==> config.mk <==
export PLATFORM = sky130hd
export DESIGN_NAME = fifo_nibble_packer
export DESIGN_NICKNAME = d
export VERILOG_FILES = /design/src/rtl/fifo_pkg.sv /design/src/rtl/nibble_assembler.sv /design/src/rtl/fifo_nibble_packer.sv
export SDC_FILE = /design/constraint.sdc
export NUM_CORES = 1
export LEC_CHECK = 0
export CORE_UTILIZATION = 47
export CTS_CLUSTER_DIAMETER = 100
export DETAILED_ROUTE_END_ITERATION = 6
export MAX_ROUTING_LAYER = met4
export PLACE_DENSITY = 0.73
export SLEW_MARGIN = 20
export SYNTH_ARGS = -nofsm -noshare
export SYNTH_HDL_FRONTEND = slang
export SYNTH_HIERARCHICAL = 1
export SYNTH_SLANG_ARGS = --single-unit
==> constraint.sdc <==
create_clock -name clk_in -period 2.76 [get_ports clk_in]
set_clock_uncertainty 0.2 [all_clocks]
set_input_delay 0.828 -clock clk_in [delete_from_list [all_inputs] [get_ports clk_in]]
set_output_delay 0.828 -clock clk_in [all_outputs]
set_load 0.03 [all_outputs]
==> src/rtl/fifo_pkg.sv <==
// Shared parameters, types and helpers for the FIFO read-side packer.
package fifo_pkg;

  localparam int FIFO_WIDTH   = 4;
  localparam int PACK_DEFAULT = 2;

  function automatic int count_width(input int pack);
    return $clog2(pack + 1);
  endfunction

  typedef logic [FIFO_WIDTH*PACK_DEFAULT-1:0] packed_word_t;

  localparam logic ZERO_FILL_BIT = 1'b0;

endpackage

==> src/rtl/nibble_assembler.sv <==
// Assembly register for the packer: slot array, fill count, capture and clear.
module nibble_assembler
  import fifo_pkg::*;
#(
  parameter int WIDTH = FIFO_WIDTH,
  parameter int PACK  = PACK_DEFAULT,
  localparam int CW   = count_width(PACK)
) (
  input  logic                  clk_in,
  input  logic                  rst_n,
  input  logic                  capture,
  input  logic [WIDTH-1:0]      rdata,
  input  logic                  clear,
  output logic [CW-1:0]         cnt,
  output logic [CW-1:0]         fill,
  output logic [WIDTH*PACK-1:0] word
);

  logic [WIDTH-1:0] slots [PACK];

  assign fill = cnt + CW'(capture);

  // View of the word including this edge's capture; slots past the fill point
  // are zero because every clear zeroes the whole array.
  always_comb begin
    word = '0;
    for (int i = 0; i < PACK; i++) begin
      if (capture && (CW'(i) == cnt)) begin
        word[i*WIDTH +: WIDTH] = rdata;
      end else begin
        word[i*WIDTH +: WIDTH] = slots[i];
      end
    end
  end

  always_ff @(posedge clk_in or negedge rst_n) begin
    if (!rst_n) begin
      cnt <= '0;
      for (int i = 0; i < PACK; i++) begin
        slots[i] <= {WIDTH{ZERO_FILL_BIT}};
      end
    end else if (clear) begin
      cnt <= '0;
      for (int i = 0; i < PACK; i++) begin
        slots[i] <= {WIDTH{ZERO_FILL_BIT}};
      end
    end else if (capture) begin
      cnt <= cnt + CW'(1);
      for (int i = 0; i < PACK; i++) begin
        if (CW'(i) == cnt) begin
          slots[i] <= rdata;
        end
      end
    end
  end

endmodule

==> src/rtl/fifo_nibble_packer.sv <==
// Drains the async FIFO read port, packs PACK entries per word and presents
// each word on a valid/ready stream. Runs entirely in the FIFO read domain.
module fifo_nibble_packer
  import fifo_pkg::*;
#(
  parameter int WIDTH = FIFO_WIDTH,
  parameter int PACK  = PACK_DEFAULT,
  localparam int CW   = count_width(PACK)
) (
  input  logic                  clk_in,
  input  logic                  rst_n,
  input  logic                  empty,
  input  logic [WIDTH-1:0]      rdata,
  output logic                  rd_rq,
  input  logic                  flush,
  output logic                  m_valid,
  input  logic                  m_ready,
  output logic [WIDTH*PACK-1:0] m_data,
  output logic [CW-1:0]         m_count
);

  logic                  pend;
  logic                  flush_pend;
  logic [CW-1:0]         cnt;
  logic [CW-1:0]         fill;
  logic [WIDTH*PACK-1:0] word;
  logic                  out_free;
  logic                  word_full;
  logic                  flush_ready;
  logic                  xfer;

  // Counting the in-flight read keeps the assembly register from overfilling.
  assign rd_rq = rst_n && !empty && !flush_pend &&
                 ((int'(cnt) + int'(pend)) < PACK);

  assign out_free    = !m_valid || m_ready;
  assign word_full   = (int'(fill) == PACK);
  assign flush_ready = flush_pend && !pend && (cnt != '0);
  assign xfer        = (word_full || flush_ready) && out_free;

  nibble_assembler #(
    .WIDTH (WIDTH),
    .PACK  (PACK)
  ) u_asm (
    .clk_in  (clk_in),
    .rst_n   (rst_n),
    .capture (pend),
    .rdata   (rdata),
    .clear   (xfer),
    .cnt     (cnt),
    .fill    (fill),
    .word    (word)
  );

  always_ff @(posedge clk_in or negedge rst_n) begin
    if (!rst_n) begin
      pend       <= 1'b0;
      flush_pend <= 1'b0;
      m_valid    <= 1'b0;
      m_data     <= '0;
      m_count    <= '0;
    end else begin
      pend <= rd_rq;

      // An idle flush has nothing to emit and retires on its own.
      if (flush) begin
        flush_pend <= 1'b1;
      end else if (flush_pend && (xfer || ((cnt == '0) && !pend))) begin
        flush_pend <= 1'b0;
      end

      if (xfer) begin
        m_valid <= 1'b1;
        m_data  <= word;
        m_count <= fill;
      end else if (m_ready) begin
        m_valid <= 1'b0;
      end
    end
  end

endmodule

### Word-level counts from Yosys, hierarchy flattened

Cells that the tools add are included.

* add/sub/neg operators: 3
* magnitude comparators: 1
* equal/unequal tests: 2
* muxes and demuxes: 12
* reduce and logical (&&, ||, !) cells: 26

Operators with widths (number)
* 4-bit 2-to-1 mux: 4
* 8-bit 2-to-1 mux: 2
* 2-bit nonzero test: 6
* 1-bit logical AND: 10
* 1-bit zero test: 4
* 1-bit 2-to-1 mux: 4
* 2-bit 2-to-1 mux: 2
* 2-bit AND reduction: 2
* 2-bit by 1-bit adder with 3-bit output: 1
* 1-bit logical OR: 3
* 3-bit by 2-bit less-than comparator with 1-bit output (second input constant): 1
* 2-bit by 1-bit adder with 2-bit output: 1
* 2-bit by 1-bit adder with 2-bit output (second input constant): 1
* 1-bit by 2-bit == test with 1-bit output (first input constant): 1
* 2-bit == test (second input constant): 1
* 2-bit zero test: 1

* bits in registers: 23
* output and inout bits: 12

### Depth between registers and ports, before layout

* word-level depth: 9
* depth in mapped cells: 8
* gate-level depth less buffers: 7

### By module

Netlist, hierarchy kept.

Modules (own cells, without submodules)
* nibble_assembler: instances 1, cells an instance 53, area each 599.3 µm²
* fifo_nibble_packer: instances 1, cells an instance 42, area each 561.8 µm²

### Worst setup path before layout

OpenSTA, ideal clock, no wires.

* kind: input port to output port
* start: in empty
* end: out rd_rq
* arrival time: 1977 ps
* data required time: 1732 ps
* slack: -245 ps
* cell stages on the path: 2
* buffers on the path: 0
* cell sequence: or4b_2 a21oi_1

* cells in the longest elaborated chain, start to end: 4

Ends and longest elaborated chain
* start: declaration: RTL line fifo_nibble_packer.sv:12 `input logic empty,`
* 1-bit zero test: RTL line fifo_nibble_packer.sv:33 `assign rd_rq = rst_n && !empty && !flush_pend &&`
* 1-bit logical AND (3 in series): RTL line fifo_nibble_packer.sv:33
* end: declaration: RTL line fifo_nibble_packer.sv:14 `output logic rd_rq,`

No other way between the ends.

### Worst setup path in the final report

Ends and elaborated chain as after synthesis.

==> flow_summary.json <==
{
  "status": "completed",
  "grt_setup_unrepaired": "false",
  "synth_seq_cells": 23,
  "setup_ws_ns": 0.03676,
  "cts_max_path_buffers": 2,
  "cts_inserted_buffers": 3,
  "max-cap-violations": 0,
  "fillers": 174,
  "cts.clk_slew.worst_paths_ns": 0.13,
  "io_buffers": 20,
  "synth_xor_xnor_area_share_pct": 1.509,
  "worstPathArrival_ns": 1.70,
  "crit_chain": "buf_2, or4b_4, a21oi_4, buf_6",
  "routedWlPerCell_um": 14.45,
  "r2r_start": "u_asm/cnt[0]",
  "cts_root_buf": "clkbuf_4",
  "synth_area_mm2": 0.001161,
  "p_leak_uw": 0.0006896,
  "dpl.hpwl_um": 1630,
  "grt_usage_pct": 19.51,
  "start_kind": "input pin",
  "clkLatencyLatePin_ns": 0.31,
  "synth_top_area_cell": "dfrtp_1",
  "drc_errors": 0,
  "synth.area.top_cells": "dfrtp_1 (50%), mux2_2 (16%), mux2i_1 (7.8%)",
  "htreeDepth": 1,
  "syn_inst": 95,
  "finalHoldViolations": 0,
  "ff2ff_setup_slack_ns": 0.48,
  "cts_sinks": 23,
  "crit_slowest_cell": "or4b_4",
  "synth_nets": 107,
  "cp.depth": 4,
  "yosys_warnings": 6,
  "cp_slowest_stage_delay_ns": 0.48,
  "die_w_um": 51.71,
  "synth_fa_ha_area_share_pct": 3.233,
  "drive_above_1_share_pct": 27.05,
  "critPathTopFamily": "simple AND/OR/NAND/NOR gates",
  "dp_slack_ns": -0.3474,
  "yosysUniqueCellTypes": 22,
  "cp_max_fo": 2,
  "final-max-slew-violation-count": 0,
  "final-setup-viol-count": 0,
  "final_nets": 135,
  "clockPowerShare_pct": 10.6,
  "power.switching_uw": 583.9,
  "cp.required_ns": 1.73,
  "fp.dieH_um": 51.71,
  "powerDensity_mw_per_mm2": 1018,
  "ys_seq_area_share_pct": 49.57,
  "multi_input_area_um2": 581.8,
  "area_delta_synth_final_pct": 25.65,
  "grt-ovfl-total": 0,
  "rows": 17,
  "rr_worst_depth": 7,
  "sequentialPowerShare_pct": 36.9,
  "min_period_ns": 2.723,
  "synth_top_family_by_area": "multiplexers",
  "gp_congestion": 0.7121,
  "power_uw": 1485,
  "core_mm2": 0.002276,
  "layout_common_cells": "dfrtp_1 (23), clkdlybuf4s50_1 (17), mux2_2 (16), nand2b_1 (14), mux2i_1 (9)",
  "synth_top_area_share_pct": 49.57,
  "synth-simple-area-share_pct": 16.06,
  "die-area_mm2": 0.002673,
  "cts_tree": "done",
  "ant_nets": 0,
  "finalSetupTns_ns": 0,
  "hold_class": "in -> async",
  "internal-power_uw": 900.8,
  "crit_end": "rd_rq",
  "swShare_pct": 39.33,
  "drt_wl_total_um": 2168,
  "syn_area_per_cell_um2": 12.22,
  "grt_pass1_wl_um": 3622,
  "reg2reg_to": "u_asm/slots[3]",
  "worst_slew_pin_slew_ns": 0.3374,
  "endpoint_kind": "primary output",
  "dr.pass1.iters": 4,
  "fmax_mhz": 367.2,
  "vias": 798,
  "antenna_found_initial": 0,
  "ios": 21,
  "grt_pass1_vias": 762,
  "hold_buffers": 0,
  "via_per_inst": 5.320,
  "synthMuxAreaShare_pct": 23.28,
  "fin_crit_sh_pct": 98.67,
  "max_slew_margin_pct": 77.48,
  "crit_buf_inv": 2,
  "vdd_drop_max_mv": 0.5761,
  "startpoint": "empty",
  "grt_max_degree": 24,
  "synth_compound_area_share_pct": 4.741,
  "drt_iter0_drc": 21,
  "final_common_cell": "dfrtp_1",
  "p_comb_share_pct": 52.5,
  "register_area_um2": 575.6,
  "critPathKind": "in -> out",
  "diodes": 0,
  "start_util_pct": 51.02
}
## cells by family after synthesis
group                      Yosys count
AOI/OAI and AO/OA                    7
xor gates and xnor gates             2
adders and majority gates            3
buffers and inverters                5
DFF                                 23
muxes                               25
and+or+nand+nor                     30
## metal layers
layer  wire length (um)  GRT usage [%]  up-vias
met5                  0              -        -
met4                 48          5.405        0
met3                120          5.848        6
met2                989          29.87       23
met1               1009          25.24      391
li1                   -              -      378
## worst register-to-register path, cell delays in order, from the launching register on
cell,delay [ns]
dfrtp_1,0.50
ha_1,0.26
xor2_1,0.22
nor2b_1,0.32
o21ai_4,0.12
inv_1,0.29
nand2b_1,0.18
mux2i_1,0.08
## final cells by class
class	count	share of cell area, %
clock buffer	3	1.544
clock inverter	1	0.5146
inverter	4	1.029
multi-input combinational	67	39.88
sequential	23	39.45
tap	28	2.401
timing repair buffer	24	15.18
## flip-flops by register name, indices dropped and copies added, names as in the netlist
signal / count
m_data: 8
u_asm/slots: 8
m_count: 2
u_asm/cnt: 2
flush_pend: 1
m_valid: 1
pend: 1
## synth_stat cells
master and number:
and2_1 2, o21ai_0 2, o21ai_4 1, nor2_1 3, a21oi_1 2, mux2_2 16, nor2_2 1, clkbuf_1 1
nand2_1 4, mux2i_1 9, dfrtp_1 23, nand2b_1 14, inv_1 4, xnor2_1 1, ha_1 3, a31o_2 1
nor2b_1 3, or3_1 1, a32o_1 1, or4b_2 1, nor3b_4 1, xor2_1 1
## worst min path at each step
stage / from / to
detailed placement: m_data[3] / m_data[3]
CTS: rst_n / m_count[0]
global route: rst_n / m_count[1]
floorplan: flush_pend / flush_pend
finish: rst_n / m_count[1]
global placement: m_count[1] / m_count[1]
## power by group through the flow
stage                     Clock [uW]  Sequential (uW)  Combinational, uW
after CTS                        167              549                790
after floorplan                    0              674                399
after global placement             0              546                759
after global routing             179              565                851
after detailed placement           0              556                785
final                            158              547                780
## repair_timing
| item | 4_1_cts | 5_1_grt |
|---|---|---|
| gates resized for setup | 8 | 0 |
| buffers inserted | 1 | 0 |
| endpoints found under the setup margin | 1 | 0 |
## metrics by stage
stage | util (%) | area, um2 | hold slack (ns) | instances
floorplan | - | 1176 | 0.3078 | 95
global placement | 62.73 | 1428 | 0.2780 | 145
detailed placement | 62.73 | 1428 | 0.2965 | 145
CTS | 64.10 | 1459 | 0.2764 | 150
global route | 64.10 | 1459 | 0.2843 | 150
finish | 64.10 | 1459 | 0.2786 | 150
Power figures use the tool's default switching activity.
